===== src/rtl/spm_pkg.sv =====
// Shared types and sizing helpers for the serial-parallel multiplier.
package spm_pkg;

    localparam int unsigned DEFAULT_SIZE = 8;
    localparam int unsigned PW           = 2 * DEFAULT_SIZE;

    typedef enum logic [1:0] {StIdle, StRun, StDone} state_e;

    // Counter width able to hold 0..2*size.
    function automatic int unsigned cnt_w(input int unsigned size);
        return $clog2(2 * size + 1);
    endfunction

endpackage


===== src/rtl/spm_if.sv =====
// Operand/product handshake bundle for spm_serial_mult.
interface spm_if #(
    parameter int unsigned SIZE = spm_pkg::DEFAULT_SIZE
);
    logic                in_valid;
    logic                in_ready;
    logic [SIZE-1:0]     x;
    logic [SIZE-1:0]     y;
    logic                out_valid;
    logic                out_ready;
    logic [2*SIZE-1:0]   p;

    modport master (
        output in_valid, x, y, out_ready,
        input  in_ready, out_valid, p
    );

    modport slave (
        input  in_valid, x, y, out_ready,
        output in_ready, out_valid, p
    );
endinterface


===== src/rtl/spm_csa_cell.sv =====
// One bit slice of the serial-parallel array: registered upstream sum plus carry (sc) flop.
module spm_csa_cell #(
    parameter bit TCS = 1'b0
) (
    input  logic clk,
    input  logic rst,
    input  logic clr,
    input  logic en,
    input  logic x_bit,
    input  logic y_bit,
    input  logic s_in,
    output logic s_out
);
    logic pp;
    logic s_q;
    logic sc_q;
    logic sc_d;

    always_comb begin
        pp    = x_bit & y_bit;
        s_out = s_q ^ pp ^ sc_q;
        // TCS: sum = s_q - pp - sc_q, sc holds the pending borrow of the negative-weight bit.
        if (TCS) begin
            sc_d = s_q ? (pp & sc_q) : (pp | sc_q);
        end else begin
            sc_d = (pp & s_q) | (pp & sc_q) | (s_q & sc_q);
        end
    end

    always_ff @(posedge clk or posedge rst) begin
        if (rst) begin
            s_q  <= 1'b0;
            sc_q <= 1'b0;
        end else if (clr) begin
            s_q  <= 1'b0;
            sc_q <= 1'b0;
        end else if (en) begin
            s_q  <= s_in;
            sc_q <= sc_d;
        end
    end
endmodule


===== src/rtl/spm_serial_mult.sv =====
// Serial-parallel signed multiplier: y streamed LSB-first through a CSA cell chain.
module spm_serial_mult import spm_pkg::*; #(
    parameter int unsigned SIZE = DEFAULT_SIZE
) (
    input logic  clk,
    input logic  rst,
    spm_if.slave bus
);
    localparam int unsigned PROD_W = 2 * SIZE;
    localparam int unsigned CW     = cnt_w(SIZE);
    localparam logic [CW-1:0] LAST = CW'(PROD_W - 1);

    state_e              state_q, state_d;
    logic [CW-1:0]       cnt_q, cnt_d;
    logic [SIZE-1:0]     x_q, x_d;
    logic [SIZE-1:0]     y_sh_q, y_sh_d;
    logic [PROD_W-1:0]   p_sh_q, p_sh_d;
    logic [PROD_W-1:0]   p_q, p_d;
    logic                clr;
    logic                en;
    logic [SIZE:0]       s_up;

    // Nothing lies above the top cell; its own borrow flop carries the sign.
    assign s_up[SIZE] = 1'b0;

    for (genvar i = 0; i < SIZE; i++) begin : g_cell
        spm_csa_cell #(
            .TCS (i == SIZE - 1)
        ) u_cell (
            .clk   (clk),
            .rst   (rst),
            .clr   (clr),
            .en    (en),
            .x_bit (x_q[i]),
            .y_bit (y_sh_q[0]),
            .s_in  (s_up[i+1]),
            .s_out (s_up[i])
        );
    end

    always_comb begin
        state_d = state_q;
        cnt_d   = cnt_q;
        x_d     = x_q;
        y_sh_d  = y_sh_q;
        p_sh_d  = p_sh_q;
        p_d     = p_q;
        clr     = 1'b0;
        en      = 1'b0;
        unique case (state_q)
            StIdle: begin
                if (bus.in_valid) begin
                    x_d     = bus.x;
                    y_sh_d  = bus.y;
                    cnt_d   = '0;
                    clr     = 1'b1;
                    state_d = StRun;
                end
            end
            StRun: begin
                en     = 1'b1;
                y_sh_d = {y_sh_q[SIZE-1], y_sh_q[SIZE-1:1]};
                p_sh_d = {s_up[0], p_sh_q[PROD_W-1:1]};
                cnt_d  = cnt_q + CW'(1);
                if (cnt_q == LAST) begin
                    p_d     = p_sh_d;
                    state_d = StDone;
                end
            end
            StDone: begin
                if (bus.out_ready) begin
                    state_d = StIdle;
                end
            end
            default: state_d = StIdle;
        endcase
    end

    always_ff @(posedge clk or posedge rst) begin
        if (rst) begin
            state_q <= StIdle;
            cnt_q   <= '0;
            x_q     <= '0;
            y_sh_q  <= '0;
            p_sh_q  <= '0;
            p_q     <= '0;
        end else begin
            state_q <= state_d;
            cnt_q   <= cnt_d;
            x_q     <= x_d;
            y_sh_q  <= y_sh_d;
            p_sh_q  <= p_sh_d;
            p_q     <= p_d;
        end
    end

    assign bus.in_ready  = (state_q == StIdle);
    assign bus.out_valid = (state_q == StDone);
    assign bus.p         = p_q;
endmodule


===== src/flat_wrapper.sv =====
// flat-port wrapper written by rule: the top's interface ports become plain ports
module spm_serial_mult_flat import spm_pkg::*;
#(
    parameter int unsigned SIZE = DEFAULT_SIZE
)
  (clk, rst, bus_in_valid, bus_x, bus_y, bus_out_ready, bus_in_ready, bus_out_valid, bus_p);
  spm_if #(.SIZE(SIZE)) bus_i ();
  input logic clk;
  input logic rst;
  input wire logic [$bits(bus_i.in_valid)-1:0] bus_in_valid;
  input wire logic [$bits(bus_i.x)-1:0] bus_x;
  input wire logic [$bits(bus_i.y)-1:0] bus_y;
  input wire logic [$bits(bus_i.out_ready)-1:0] bus_out_ready;
  output wire logic [$bits(bus_i.in_ready)-1:0] bus_in_ready;
  output wire logic [$bits(bus_i.out_valid)-1:0] bus_out_valid;
  output wire logic [$bits(bus_i.p)-1:0] bus_p;
  assign bus_i.in_valid = bus_in_valid;
  assign bus_i.x = bus_x;
  assign bus_i.y = bus_y;
  assign bus_i.out_ready = bus_out_ready;
  assign bus_in_ready = bus_i.in_ready;
  assign bus_out_valid = bus_i.out_valid;
  assign bus_p = bus_i.p;
  spm_serial_mult #(.SIZE(SIZE)) u_core (.clk(clk), .rst(rst), .bus(bus_i));
endmodule

===== config.mk =====
export PLATFORM = sky130hd
export DESIGN_NAME = spm_serial_mult_flat
export DESIGN_NICKNAME = d
export VERILOG_FILES = /design/src/rtl/spm_pkg.sv /design/src/rtl/spm_if.sv /design/src/rtl/spm_csa_cell.sv /design/src/rtl/spm_serial_mult.sv /design/src/flat_wrapper.sv
export SDC_FILE = /design/constraint.sdc
export NUM_CORES = 1
export LEC_CHECK = 0
export BUFFER_PORTS_ARGS = -buffer_cell sky130_fd_sc_hd__buf_2
export CAP_MARGIN = 0
export CORE_MARGIN = 2
export CORE_UTILIZATION = 50
export DETAILED_ROUTE_END_ITERATION = 12
export GPL_TIMING_DRIVEN = 0
export PLACE_DENSITY = 0.69
export SYNTH_ARGS = -nofsm -noshare
export SYNTH_HDL_FRONTEND = slang
export SYNTH_SLANG_ARGS = --single-unit

===== constraint.sdc =====
create_clock -name clk -period 2.4 [get_ports clk]
set_input_delay 0.36 -clock clk [delete_from_list [all_inputs] [get_ports clk]]
set_output_delay 0.36 -clock clk [all_outputs]
set_load 0.02 [all_outputs]

==> flow_summary.toml <==
[run_status]
status = "finished, final reports clean"

[global_routing]
grt_pass1_wl_mm = 8.887
antenna_found_initial = 0
track_usage_pct = 18.50
grt_max_degree = 70
grt_pass1_vias = 1968
grt_overflow = 0

[synth]
synthesis.nets = 294
ys_types = 28
yosysWarnings = 0
yosys.area.top_type = "dfrtp_1"
ys_seq_area_share_pct = 58.75
ys_ff_latch = 69
postSynthCellCount = 264
synth_top_area_share_pct = 58.75
syn_avg_cell_area_sq_um = 11.13
netlist_top_cells_area = "dfrtp_1 (59%), nand2_1 (10%), mux2_2 (5.7%)"
syn_area_sq_mm = 0.002939

[clocking]
cts_root_buffer = "clkbuf_8"
cts_buffer_depth = 2
cts_hold_buffers = 0
ctsResizeCount = 0
numCtsBuffers = 9
htreeDepth = 3
clock_latency_ns = 0.34
cts_tree = "built"
post_cts_buffers = 0
clk_transition_reported_paths_ns = 0.07
cts_num_sinks = 69

[floorplanning]
die-width_um = 80.67
io-pin-count = 38
start_util_pct = 52.41
die_area_sq_mm = 0.006508
dieHeight_um = 80.67
num_rows = 27
core_sq_mm = 0.005608

[place]
dp.cells = 373
numPortBuffers = 37
place_area_sq_mm = 0.003217
routabilityCongestion = 0.7506
hpwl_mm = 3.486

[sta]
setup_violations = 0
finalCritPeriodShare_pct = 79.86
max_freq_ghz = 0.5218
maxSlewViolCount = 0
fin_crit_ns = 1.917
finClkSkew_ns = 0.007167
slew_headroom_pct = 44.86
rsz0062_at_grt = "no"
worst_pin_slew_ns = 0.8271
hold_violations = 0

[final_layout]
fin_util_pct = 60.78
fin_area_sq_mm = 0.003408
n_antenna_cell = 0
finalNonFillerCells = 389
drive_gt1_share_pct = 23.97
mostFrequentLayoutCell = "nand2_1"
final_cell_mix = "nand2_1 (80), dfrtp_1 (69), buf_2 (41)"
fin_nets = 342
fillCellCount = 477
syn2layout_area_growth_pct = 15.96

[critical_path]
max_stage_delay_ns = 0.41
critical_path_class = "reg2reg"
cp.arrival_ns = 2.14
crit_path_top_delay_cell = "dfrtp_1"
critPathLaunchType = "flop"
cp_num_buf_inv = 1
cp.required_ns = 2.62
path_cells = "ha_1 -> and3_1 -> ha_1 -> nand2_2 -> buf_4 -> mux2_1"
worst-path-max-fanout = 10
path_common_cell = "ha_1"
critPathTopFamily = "adder cells"
critPathCaptureType = "flop"

[route]
via_count = 2028
routedWlPerCell_um = 13.42
drc = 0
dr.pass1.iters = 4
final_antenna_net_count = 0
drt_wl_total_mm = 5.222
drtIter0Drc = 106
detail_route.vias_per_cell = 5.213

[power]
ir_worst_vdd_v = 0.0006699
power_leakage_uw = 0.001703
totalPowerFinal_uw = 4491
p_per_area_mw_per_mm2 = 1318

[worst_hold_path]
hp-class = "in2async"

[run]
max_cap_violations = 0
-- final timing paths --
kind,start,slack [ns],cells after the start,endpoint
worst max-delay path,u_core.cnt_q[0],0.48,6,u_core.bus.p[7]
worst min-delay path,rst,0.18,2,u_core.bus.p[14]
worst max register to register,u_core.cnt_q[0],0.48,6,u_core.bus.p[7]
worst min register to register,u_core.p_sh_q[1],0.48,2,u_core.p_sh_q[1]
max in group asynchronous,rst,1.68,2,u_core.p_sh_q[13]
min in group clk,bus_out_ready,0.21,2,u_core.state_q[1]
-- synthesized netlist by cell type --
cell type,count
o21ai_0,11
a22o_1,1
nand2_1,80
inv_1,16
mux2_1,10
o21bai_1,2
buf_4,1
buf_6,2
mux2i_1,1
and3_1,1
o22ai_1,14
o311ai_1,1
nand2_2,1
mux2_2,15
and2_1,2
nand2b_1,3
a22oi_1,7
nand3_1,2
buf_2,4
nor2b_1,1
clkbuf_1,6
and2b_1,1
dfrtp_1,69
buf_1,1
ha_1,3
o31ai_1,1
nor2_1,1
fa_1,7
-- metal layers --
layer	global-route usage (%)	part of all wire, %	vias to the layer above
met2	27.50	45	59
met1	24.74	48	992
met5	0	0	-
met4	11.69	2.9	0
li1	-	-	962
met3	3.820	4.1	15
-- metrics by stage --
step / setup WS (ns) / hold WS, ns / setup TNS, ns
4_1_cts: 0.4786 / 0.1910 / 0
5_1_grt: 0.3824 / 0.2080 / 0
6_report: 0.4834 / 0.1844 / 0
3_5_place_dp: 0.4924 / 0.4716 / 0
2_1_floorplan: 0.3001 / 0.4386 / 0
3_3_place_gp: -0.5564 / 0.4538 / -38.22
-- registers in the layout (all words and copies together) (netlist names) --
signal	cells
u_core.p_sh_q	15
u_core.cnt_q	5
u_core.g_cell.u_cell.sc_q	8
u_core.g_cell.u_cell.s_q	7
u_core.bus.p	16
u_core.state_q	2
u_core.y_sh_q	8
u_core.x_q	8
-- area by class of cell --
cell class / count / area (sq um) / share of cell area [%]
Sequential cell: 69 / 1727 / 50.66
Clock inverter: 5 / 50.05 / 1.468
Timing Repair Buffer: 37 / 185.2 / 5.433
Buffer: 14 / 76.32 / 2.239
Tap cell: 72 / 90.09 / 2.643
Multi-Input combinational cell: 165 / 1076 / 31.57
Inverter: 16 / 62.56 / 1.836
Clock buffer: 11 / 141.4 / 4.148
-- where the power goes --
group / internal, uW / switching (uW) / leakage (uW)
registers: 1690 / 305 / 0.000881
logic: 675 / 901 / 0.000720
clock network: 501 / 417 / 0.000103
-- worst register-to-register path, cell delays in order (launching register included) --
cell and delay, ns:
dfrtp_1 0.41, ha_1 0.24, and3_1 0.18, ha_1 0.20, nand2_2 0.19, buf_4 0.24, mux2_1 0.35
-- kinds of logic after synthesis --
logic type | count (synthesis) | share of synthesized area [%]
mux | 26 | 9.919
compound gates | 37 | 8.003
fa+ha+maj | 10 | 6.045
flops | 69 | 58.75
buf+inv | 30 | 4.640
simple gates | 92 | 12.64
Power figures use the tool's default switching activity.
